File: src/rtl/demux_param_stream.sv
// Parametric 1-to-N valid/ready stream distributor with a one-entry register per output channel.
// Define DEMUX_DROP_CNT_EN to add an 8-bit saturating count of words discarded for an out-of-range select.
module demux_param_stream #(
  parameter int N     = 2,
  parameter int WIDTH = 32
) (
  input  logic                   clk,
  input  logic                   rst_n,
  input  logic                   in_valid,
  output logic                   in_ready,
  input  logic [WIDTH-1:0]       in_data,
  input  logic [$clog2(N)-1:0]   in_sel,
  output logic [N-1:0]           out_valid,
  input  logic [N-1:0]           out_ready,
  output logic [N*WIDTH-1:0]     out_data
`ifdef DEMUX_DROP_CNT_EN
  ,
  output logic [7:0]             drop_cnt
`endif
);

  localparam int SEL_W = $clog2(N);

  logic [N-1:0] sel_hit;
  logic         sel_oor;
  logic         in_fire;

  // One-hot decode of the select; an all-zero result means the select is out of range.
  always_comb begin
    // NOTE: every signal written here gets a default first, so no path can infer a latch.
    sel_hit = '0;
    for (int k = 0; k < N; k++) begin
      sel_hit[k] = (in_sel == SEL_W'(k));
    end
  end

  assign sel_oor  = ~|sel_hit;
  assign in_ready = sel_oor | (|(sel_hit & (~out_valid | out_ready)));
  assign in_fire  = in_valid & in_ready;

  // A load wins over a drain, which is what gives back-to-back throughput on one channel.
  always_ff @(posedge clk) begin
    if (!rst_n) begin
      // NOTE: non-blocking assignments so every register updates from pre-edge values.
      // NOTE: the data registers are reset too, so idle channels present a defined zero.
      out_valid <= '0;
      out_data  <= '0;
    end else begin
      for (int k = 0; k < N; k++) begin
        if (in_fire && sel_hit[k]) begin
          out_valid[k]                <= 1'b1;
          out_data[k*WIDTH +: WIDTH]  <= in_data;
        end else if (out_ready[k]) begin
          out_valid[k] <= 1'b0;
        end
      end
    end
  end

`ifdef DEMUX_DROP_CNT_EN
  always_ff @(posedge clk) begin
    if (!rst_n) begin
      drop_cnt <= '0;
    end else if (in_fire && sel_oor && (drop_cnt != 8'hFF)) begin
      drop_cnt <= drop_cnt + 8'd1;
    end
  end
`endif

endmodule
File: config.mk
export PLATFORM = sky130hd
export DESIGN_NAME = demux_param_stream
export DESIGN_NICKNAME = d
export VERILOG_FILES = /design/src/rtl/demux_param_stream.sv
export SDC_FILE = /design/constraint.sdc
export NUM_CORES = 1
export LEC_CHECK = 0
export CORE_ASPECT_RATIO = 1.2
export CORE_UTILIZATION = 35
export DETAILED_ROUTE_END_ITERATION = 7
export PLACE_DENSITY = 0.66
export SLEW_MARGIN = 20
export SYNTH_ARGS = -nofsm -noshare
export SYNTH_HDL_FRONTEND = slang
export SYNTH_SLANG_ARGS = --single-unit
export TNS_END_PERCENT = 5
File: constraint.sdc
create_clock -name clk -period 1.14 [get_ports clk]
set_clock_uncertainty 0.05 [all_clocks]
set_input_delay 0.228 -clock clk [delete_from_list [all_inputs] [get_ports clk]]
set_output_delay 0.228 -clock clk [all_outputs]
set_load 0.05 [all_outputs]
==> out/summary.log, run 1 <==
INFO  sta            post-route-period-util=131.3%
INFO  clock_tree     cts_buffers=9
INFO  sta            tightest_slew_margin_relative_to_the_limit=86.59%
INFO  global_route   globalRouteOverflowTotal=0
INFO  die            dieArea=7749um2
INFO  sta            timing_hold_violations_final=0
INFO  worst_setup_path cp_arrival=1.22ns
INFO  route          route.layer.met1.wl=2573um
INFO  power          combinationalPowerShare=22.7%
INFO  layout         most_frequent_standard_cell_in_the_layout_excluding_fill_and_tap_cells=nand2_1
INFO  synth          post_synth_inst_count=252
INFO  sta            report.final.slew_viol_count=0
INFO  worst_setup_path crit_path_start_kind=flip-flop
INFO  clock_tree     cts.path.max_buffers=2
INFO  clock_tree     cts_root_buf=clkbuf_8
INFO  worst_setup_path timing.critical_path.slowest_cell_delay=0.34ns
INFO  synth          synthesis.nets=290
INFO  worst_setup_path timing.critical_path.slowest_stage_cell=dfxtp_4
INFO  die            chipHeight=96.23um
INFO  route          num_vias=2083
INFO  clock_tree     worst_skew_pair.late_latency=0.32ns
INFO  route          routed.top_layer=met4
INFO  worst_setup_path required=0.86ns
INFO  clock_tree     clk_pin_slew=0.07ns
INFO  power          static-leakage-power=1.964nW
INFO  route          final_antenna_net_count=0
INFO  layout         layout_common_cells=nand2_1 (96), buf_12 (73), mux2i_1 (64), dfxtp_2 (64), clkdlybuf4s50_1 (33)
INFO  route          met3_length=347um
INFO  synth          synth.cell_area=2590um2
INFO  placement      gp_congestion=0.7098
INFO  die            placeableCoreArea=7189um2
INFO  power          design_power_total=6.661mW
INFO  sta            setup_viol=62
INFO  layout         final_net_count=406
INFO  synth          yosys_warnings=0
INFO  route          postRouteWirelength=6600um
INFO  route          via_per_inst=4.499
INFO  sta            worst_pin_slew=0.1956ns
INFO  worst_setup_path critPathKind=reg -> out
INFO  sta            rsz_0062_raised_after_global_routing=yes
INFO  clock_tree     ctsHtreeMaxLevel=3
INFO  worst_setup_path worstPathCellList=nor2b_4 > buf_6 > mux2i_4 > buf_12
INFO  die            ios=105
INFO  clock_tree     clock_sink_count=66
INFO  worst_setup_path buf_inv_stages_crit_path=2
INFO  layout         fillers=514
INFO  die            initial_core_util=36.03%
INFO  placement      place_ws=-0.5190ns
INFO  global_route   grt_first_pass_wirelength=10050um
INFO  worst_setup_path worst_path_top_cell_family_by_delay=flip-flops
INFO  clock_tree     tritoncts=built
INFO  die            placementRows=34
INFO  layout         antennaDiodeCount=0
INFO  layout         layout-drive-gt1-share=46.65%
INFO  synth          post_synth_num_cell_types=13
INFO  die            fp.dieW=80.53um
INFO  synth          avgSynthCellArea=10.28um2
INFO  worst_setup_path setup.worst_path.start=out_valid[0]$_SDFFE_PN0P_
INFO  global_route   antenna_found_initial=0
INFO  placement      placement.io_buffers=104
INFO  power          sw_frac_of_total=25.46%
INFO  power          clock_power_share=38.6%
INFO  synth          register_bit_total_from_synthesis=66
INFO  global_route   total_routing_usage_gr=17.60%
INFO  route          route.met2.wl=3515um
INFO  clock_tree     holdBufCountCts=0
INFO  route          detail_route.drc_violations=0
INFO  power          total_net_switching_power=1.696mW
INFO  power          power_density=1361nW/um2
INFO  worst_setup_path critical_path.max_fanout=2
INFO  layout         syn2layout_area_growth=88.99%
INFO  hold_path      holdCritPathClass=in -> reg
INFO  power          p_int=4.966mW
INFO  run            timing.max_cap.violations=0
INFO  route          post_drt_wl_per_cell=14.25um
INFO  power          p_seq_share=38.7%
INFO  route          drt_iter0_markers=58
INFO  status         status=finished, violations left
INFO  sta            final.setup.worst_slack=-0.3570ns
INFO  global_route   grt_start_max_net_pins=37
INFO  hold_path      holdCritStartpoint=rst_n
INFO  route          detailedRoute.firstPassIterationCount=4
INFO  synth          synth_sequential_area_ratio=51.01%
INFO  global_route   grt_pass1_vias=2082
INFO  status         violations=negative setup slack
INFO  placement      dpl.hpwl=4571um
INFO  sta            post-route-min-period=1.497ns
INFO  power          power.ir.vdd_worst=974.5uV
INFO  worst_setup_path critPathCaptureType=output port
INFO  sta            max_clk_rate=668.0MHz
INFO  worst_setup_path regToRegStartpoint=out_valid[0]$_SDFFE_PN0P_
-- Yosys cell counts --
| cell type | count | area [um2] |
|---|---|---|
| nor2b_4 | 1 | 13.76 |
| nor2_8 | 1 | 20.02 |
| and2b_4 | 1 | 10.01 |
| mux2i_1 | 65 | 650.6 |
| o21a_1 | 2 | 15.01 |
| buf_6 | 1 | 11.26 |
| buf_12 | 6 | 120.1 |
| clkbuf_1 | 5 | 18.77 |
| buf_4 | 1 | 7.510 |
| nor3b_2 | 1 | 12.51 |
| dfxtp_1 | 66 | 1321 |
| nand2_1 | 97 | 364.1 |
| buf_2 | 5 | 25.02 |
-- stage by stage --
stage / cell area (um2) / setup TNS (ns) / hold WS [ns] / utilization (%) / instances
after global placement: 4431 / -28.98 / 0.4294 / 61.63 / 442
after global routing: 4895 / -14.44 / 0.3453 / 68.08 / 463
after detailed placement: 4431 / -31.64 / 0.4361 / 61.63 / 442
after floorplan: 2608 / -7.663 / 0.3425 / - / 252
final: 4895 / -10.72 / 0.3440 / 68.08 / 463
after CTS: 4825 / -11.60 / 0.3267 / 67.11 / 460
-- worst min-delay path, delay by kind of cell --
kind	cells	cell delay [ns]
buf+inv	2	0.34
compound gates	1	0.11
-- timing repair --
action | 4_1_cts | 5_1_grt
gates cloned | 1 | 2
resized for setup | 69 | 5
pin swaps | 2 | 1
setup buffers | 1 | 1
endpoints found under the setup margin | 131 | 81
-- per-layer routing --
metal  global-route usage [%]  vias to the layer above
met3                    4.171                       11
met4                    9.970                        0
met1                    17.99                      956
met5                        0                        -
li1                         -                     1051
met2                    32.49                       65
-- cells by family (layout without fill, tap and decap cells) --
kind of cell           count (synthesis)  count (layout)  synth area share [%]
AOI/OAI and AO/OA                      2               2                0.5795
buffers and inverters                 18             139                 7.053
DFF                                   66              66                 51.01
muxes                                 65              65                 25.12
and+or+nand+nor                      101             101                 16.23
-- layout make-up --
class,instances,area (um2),share of cell area [%]
Timing Repair Buffer,123,1999,40.85
Multi-Input combinational cell,168,1107,22.62
Clock buffer,11,141.4,2.889
Tap cell,90,112.6,2.301
Clock inverter,5,125.1,2.556
Sequential cell,66,1409,28.78
-- state kept, by name (all words and copies together) (netlist names) --
signal     cells
out_valid      2
out_data      64
-- power by group through the flow --
stage | Sequential (mW) | Combinational [mW] | Clock (mW)
2_1_floorplan | 2.96 | 0.341 | 0
3_3_place_gp | 2.60 | 1.45 | 0
3_5_place_dp | 2.61 | 1.46 | 0
4_1_cts | 2.58 | 1.49 | 2.63
5_1_grt | 2.59 | 1.57 | 2.75
6_report | 2.58 | 1.51 | 2.57
-- path summary, 6_finish.rpt --
check,end,slack (ns),cells past startpoint
min reg2reg,out_data[30]$_SDFFE_PN0P_,0.43,2
min,out_valid[0]$_SDFFE_PN0P_,0.34,3
max reg2reg,out_data[16]$_SDFFE_PN0P_,-0.35,6
max,in_ready,-0.36,4
Power figures use the tool's default switching activity.
==> inputs of run 2 (changes only) <==
--- a/config.mk
+++ b/config.mk
@@ -7,6 +7,7 @@
 export LEC_CHECK = 0
 export CORE_ASPECT_RATIO = 1.2
 export CORE_UTILIZATION = 35
+export CTS_BUF_LIST = sky130_fd_sc_hd__clkbuf_2 sky130_fd_sc_hd__clkbuf_4 sky130_fd_sc_hd__clkbuf_8
 export DETAILED_ROUTE_END_ITERATION = 7
 export PLACE_DENSITY = 0.66
 export SLEW_MARGIN = 20
==> out/summary.log, run 2 (synthesis results as in run 1) <==
INFO  clock_tree     clk_pin_slew=0.07ns
INFO  worst_setup_path critical_path.max_fanout=2
INFO  die            initial_core_util=36.03%
INFO  sta            rsz_0062_raised_after_global_routing=yes
INFO  worst_setup_path regToRegStartpoint=out_valid[0]$_SDFFE_PN0P_
INFO  sta            final.setup.worst_slack=-0.3570ns
INFO  sta            post-route-period-util=131.3%
INFO  placement      placed_cell_area=4431um2
INFO  power          static-leakage-power=1.967nW
INFO  worst_setup_path worst_r2r_endpoint=out_data[16]$_SDFFE_PN0P_
INFO  sta            setup_viol=58
INFO  global_route   globalRouteOverflowTotal=0
INFO  global_route   globalRouteMet2Util=33.40%
INFO  layout         final-instance-count-excl-fill=464
INFO  layout         largest_register_ffs=64
INFO  worst_setup_path setup.worst_path.end=in_ready
INFO  layout         biggestRegsByFlops=out_data x64, out_valid x2
INFO  global_route   gr-usage-met3=4.171%
INFO  die            placementRows=34
INFO  clock_tree     clock_sink_count=66
INFO  die            fp.dieW=80.53um
INFO  placement      gp_congestion=0.7098
INFO  status         violations=negative setup slack
INFO  placement      place_ws=-0.5190ns
INFO  placement      dpl.cell_count=442
INFO  global_route   antenna_found_initial=0
INFO  clock_tree     cts.path.max_buffers=2
INFO  worst_setup_path timing.reg2reg.setup_slack=-0.33ns
INFO  worst_setup_path critPathKind=reg -> out
INFO  die            dieArea=7749um2
INFO  sta            post-route-min-period=1.497ns
INFO  clock_tree     tritoncts=built
INFO  route          drt_iter0_markers=58
INFO  run            timing.max_cap.violations=0
INFO  layout         multi_input_area=1111um2
INFO  layout         fillers=518
INFO  hold_path      holdCritPathClass=in -> reg
INFO  route          num_vias=2097
INFO  status         status=finished, violations left
INFO  layout         register_containing_the_most_flip_flops_in_the_final_layout=out_data
INFO  global_route   use_met1=18.57%
INFO  die            chipHeight=96.23um
INFO  power          power.ir.vdd_worst=976.4uV
INFO  power          power_density=1367nW/um2
INFO  route          postRouteWirelength=6680um
INFO  clock_tree     cts_buffers=9
INFO  sta            max_clk_rate=668.0MHz
INFO  route          final_antenna_net_count=0
INFO  clock_tree     cts_root_buf=clkbuf_8
INFO  sta            worst_pin_slew=0.2099ns
INFO  layout         stdcell_area=4891um2
INFO  worst_setup_path cp_arrival=1.22ns
INFO  route          post_drt_wl_per_cell=14.40um
INFO  clock_tree     worst_skew_pair.late_latency=0.32ns
INFO  worst_setup_path required=0.86ns
INFO  layout         final_net_count=407
INFO  global_route   grt-busiest-layer=met2
INFO  sta            timing_hold_violations_final=0
INFO  placement      placement.io_buffers=104
INFO  layout         sequential_cell_area=1409um2
INFO  sta            tightest_slew_margin_relative_to_the_limit=86.00%
INFO  worst_setup_path crit_path_start_kind=flip-flop
INFO  die            ios=105
INFO  route          detailedRoute.firstPassIterationCount=4
INFO  sta            report.final.slew_viol_count=0
INFO  global_route   total_routing_usage_gr=18.06%
INFO  global_route   grt_pass1_vias=2105
INFO  global_route   grt_start_max_net_pins=37
INFO  route          via_per_inst=4.519
INFO  layout         syn2layout_area_growth=88.84%
INFO  global_route   grt_first_pass_wirelength=10240um
INFO  worst_setup_path setup.worst_path.start=out_valid[0]$_SDFFE_PN0P_
INFO  worst_setup_path critPathCaptureType=output port
INFO  layout         antennaDiodeCount=0
INFO  layout         most_frequent_standard_cell_in_the_layout_excluding_fill_and_tap_cells=nand2_1
INFO  route          detail_route.drc_violations=0
INFO  clock_tree     ctsHtreeMaxLevel=3
INFO  layout         layout_common_cells=nand2_1 (96), buf_12 (73), dfxtp_2 (64)
INFO  worst_setup_path timing.reg2reg.worst_path_depth=6
INFO  placement      dpl.hpwl=4571um
INFO  layout         layout-drive-gt1-share=47.33%
INFO  die            placeableCoreArea=7189um2
[run 2: changes by cell type in the layout (fill, tap and decap cells not counted), sizes merged]
| cell | before | now |
|---|---|---|
| clkbuf | 13 | 11 |
| buf | 84 | 87 |
[run 2: power by group]
group | total [mW] | switching [mW] | internal, mW
registers | 2.58 | 0.127 | 2.45
logic | 1.51 | 0.730 | 0.779
clock network | 2.60 | 0.840 | 1.76
total | 6.68 | 1.70 | 4.99
[run 2: area by class of cell]
| class | count | area share [%] |
|---|---|---|
| clock buffer | 11 | 2.968 |
| clock inverter | 5 | 2.558 |
| multi-input combinational | 168 | 22.72 |
| sequential | 66 | 28.81 |
| tap | 90 | 2.302 |
| timing repair buffer | 124 | 40.65 |
[run 2: how the worst min path moves through the flow]
stage | startpoint | to | slack [ns] | cells after the start
after floorplan | in_data[0] | out_data[0]$_SDFFE_PN0P_ | 0.34 | 2
after global placement | out_data[59]$_SDFFE_PN0P_ | out_data[59]$_SDFFE_PN0P_ | 0.43 | 2
after detailed placement | out_data[30]$_SDFFE_PN0P_ | out_data[30]$_SDFFE_PN0P_ | 0.44 | 2
after CTS | rst_n | out_valid[0]$_SDFFE_PN0P_ | 0.33 | 3
after global routing | rst_n | out_valid[0]$_SDFFE_PN0P_ | 0.34 | 3
final | rst_n | out_valid[0]$_SDFFE_PN0P_ | 0.34 | 3
[run 2: stage by stage]
step | util, % | hold WS (ns) | power [mW] | TNS (ns)
detailed placement | 61.63 | 0.4361 | 4.068 | -31.64
floorplan | - | 0.3425 | 3.299 | -7.663
finish | 68.03 | 0.3426 | 6.684 | -10.74
global route | 68.03 | 0.3391 | 6.937 | -15.52
global placement | 61.63 | 0.4294 | 4.050 | -28.98
CTS | 67.87 | 0.3267 | 6.760 | -11.54
[run 2: per-layer routing]
| layer | part of all wire (%) | up-vias |
|---|---|---|
| met4 | 2.7 | 0 |
| met1 | 39 | 968 |
| met2 | 53 | 63 |
| met3 | 5.0 | 13 |
| li1 | - | 1053 |
| met5 | 0 | - |
[run 2: worst max-delay path, stage by stage (launching register included)]
cell and delay, ns:
dfxtp_4 0.34, nor2b_4 0.12, buf_6 0.11, mux2i_4 0.16, buf_12 0.16
[run 2: repair_timing]
item                       CTS  global route
resized for setup           70             5
setup endpoints to repair  131            81
pin swaps                    2             1
gates cloned                 2             0
hold buffers                 0             0
buffers inserted             3             1
==> inputs of run 3 (changes only) <==
--- a/config.mk
+++ b/config.mk
@@ -5,12 +5,13 @@
 export SDC_FILE = /design/constraint.sdc
 export NUM_CORES = 1
 export LEC_CHECK = 0
+export CAP_MARGIN = 0
 export CORE_ASPECT_RATIO = 1.2
 export CORE_UTILIZATION = 35
 export CTS_BUF_LIST = sky130_fd_sc_hd__clkbuf_2 sky130_fd_sc_hd__clkbuf_4 sky130_fd_sc_hd__clkbuf_8
 export DETAILED_ROUTE_END_ITERATION = 7
 export PLACE_DENSITY = 0.66
-export SLEW_MARGIN = 20
+export SLEW_MARGIN = 10
 export SYNTH_ARGS = -nofsm -noshare
 export SYNTH_HDL_FRONTEND = slang
 export SYNTH_SLANG_ARGS = --single-unit
==> results of run 3 <==
Same layout as run 2: the final DEF is identical, and so are final timing and power.
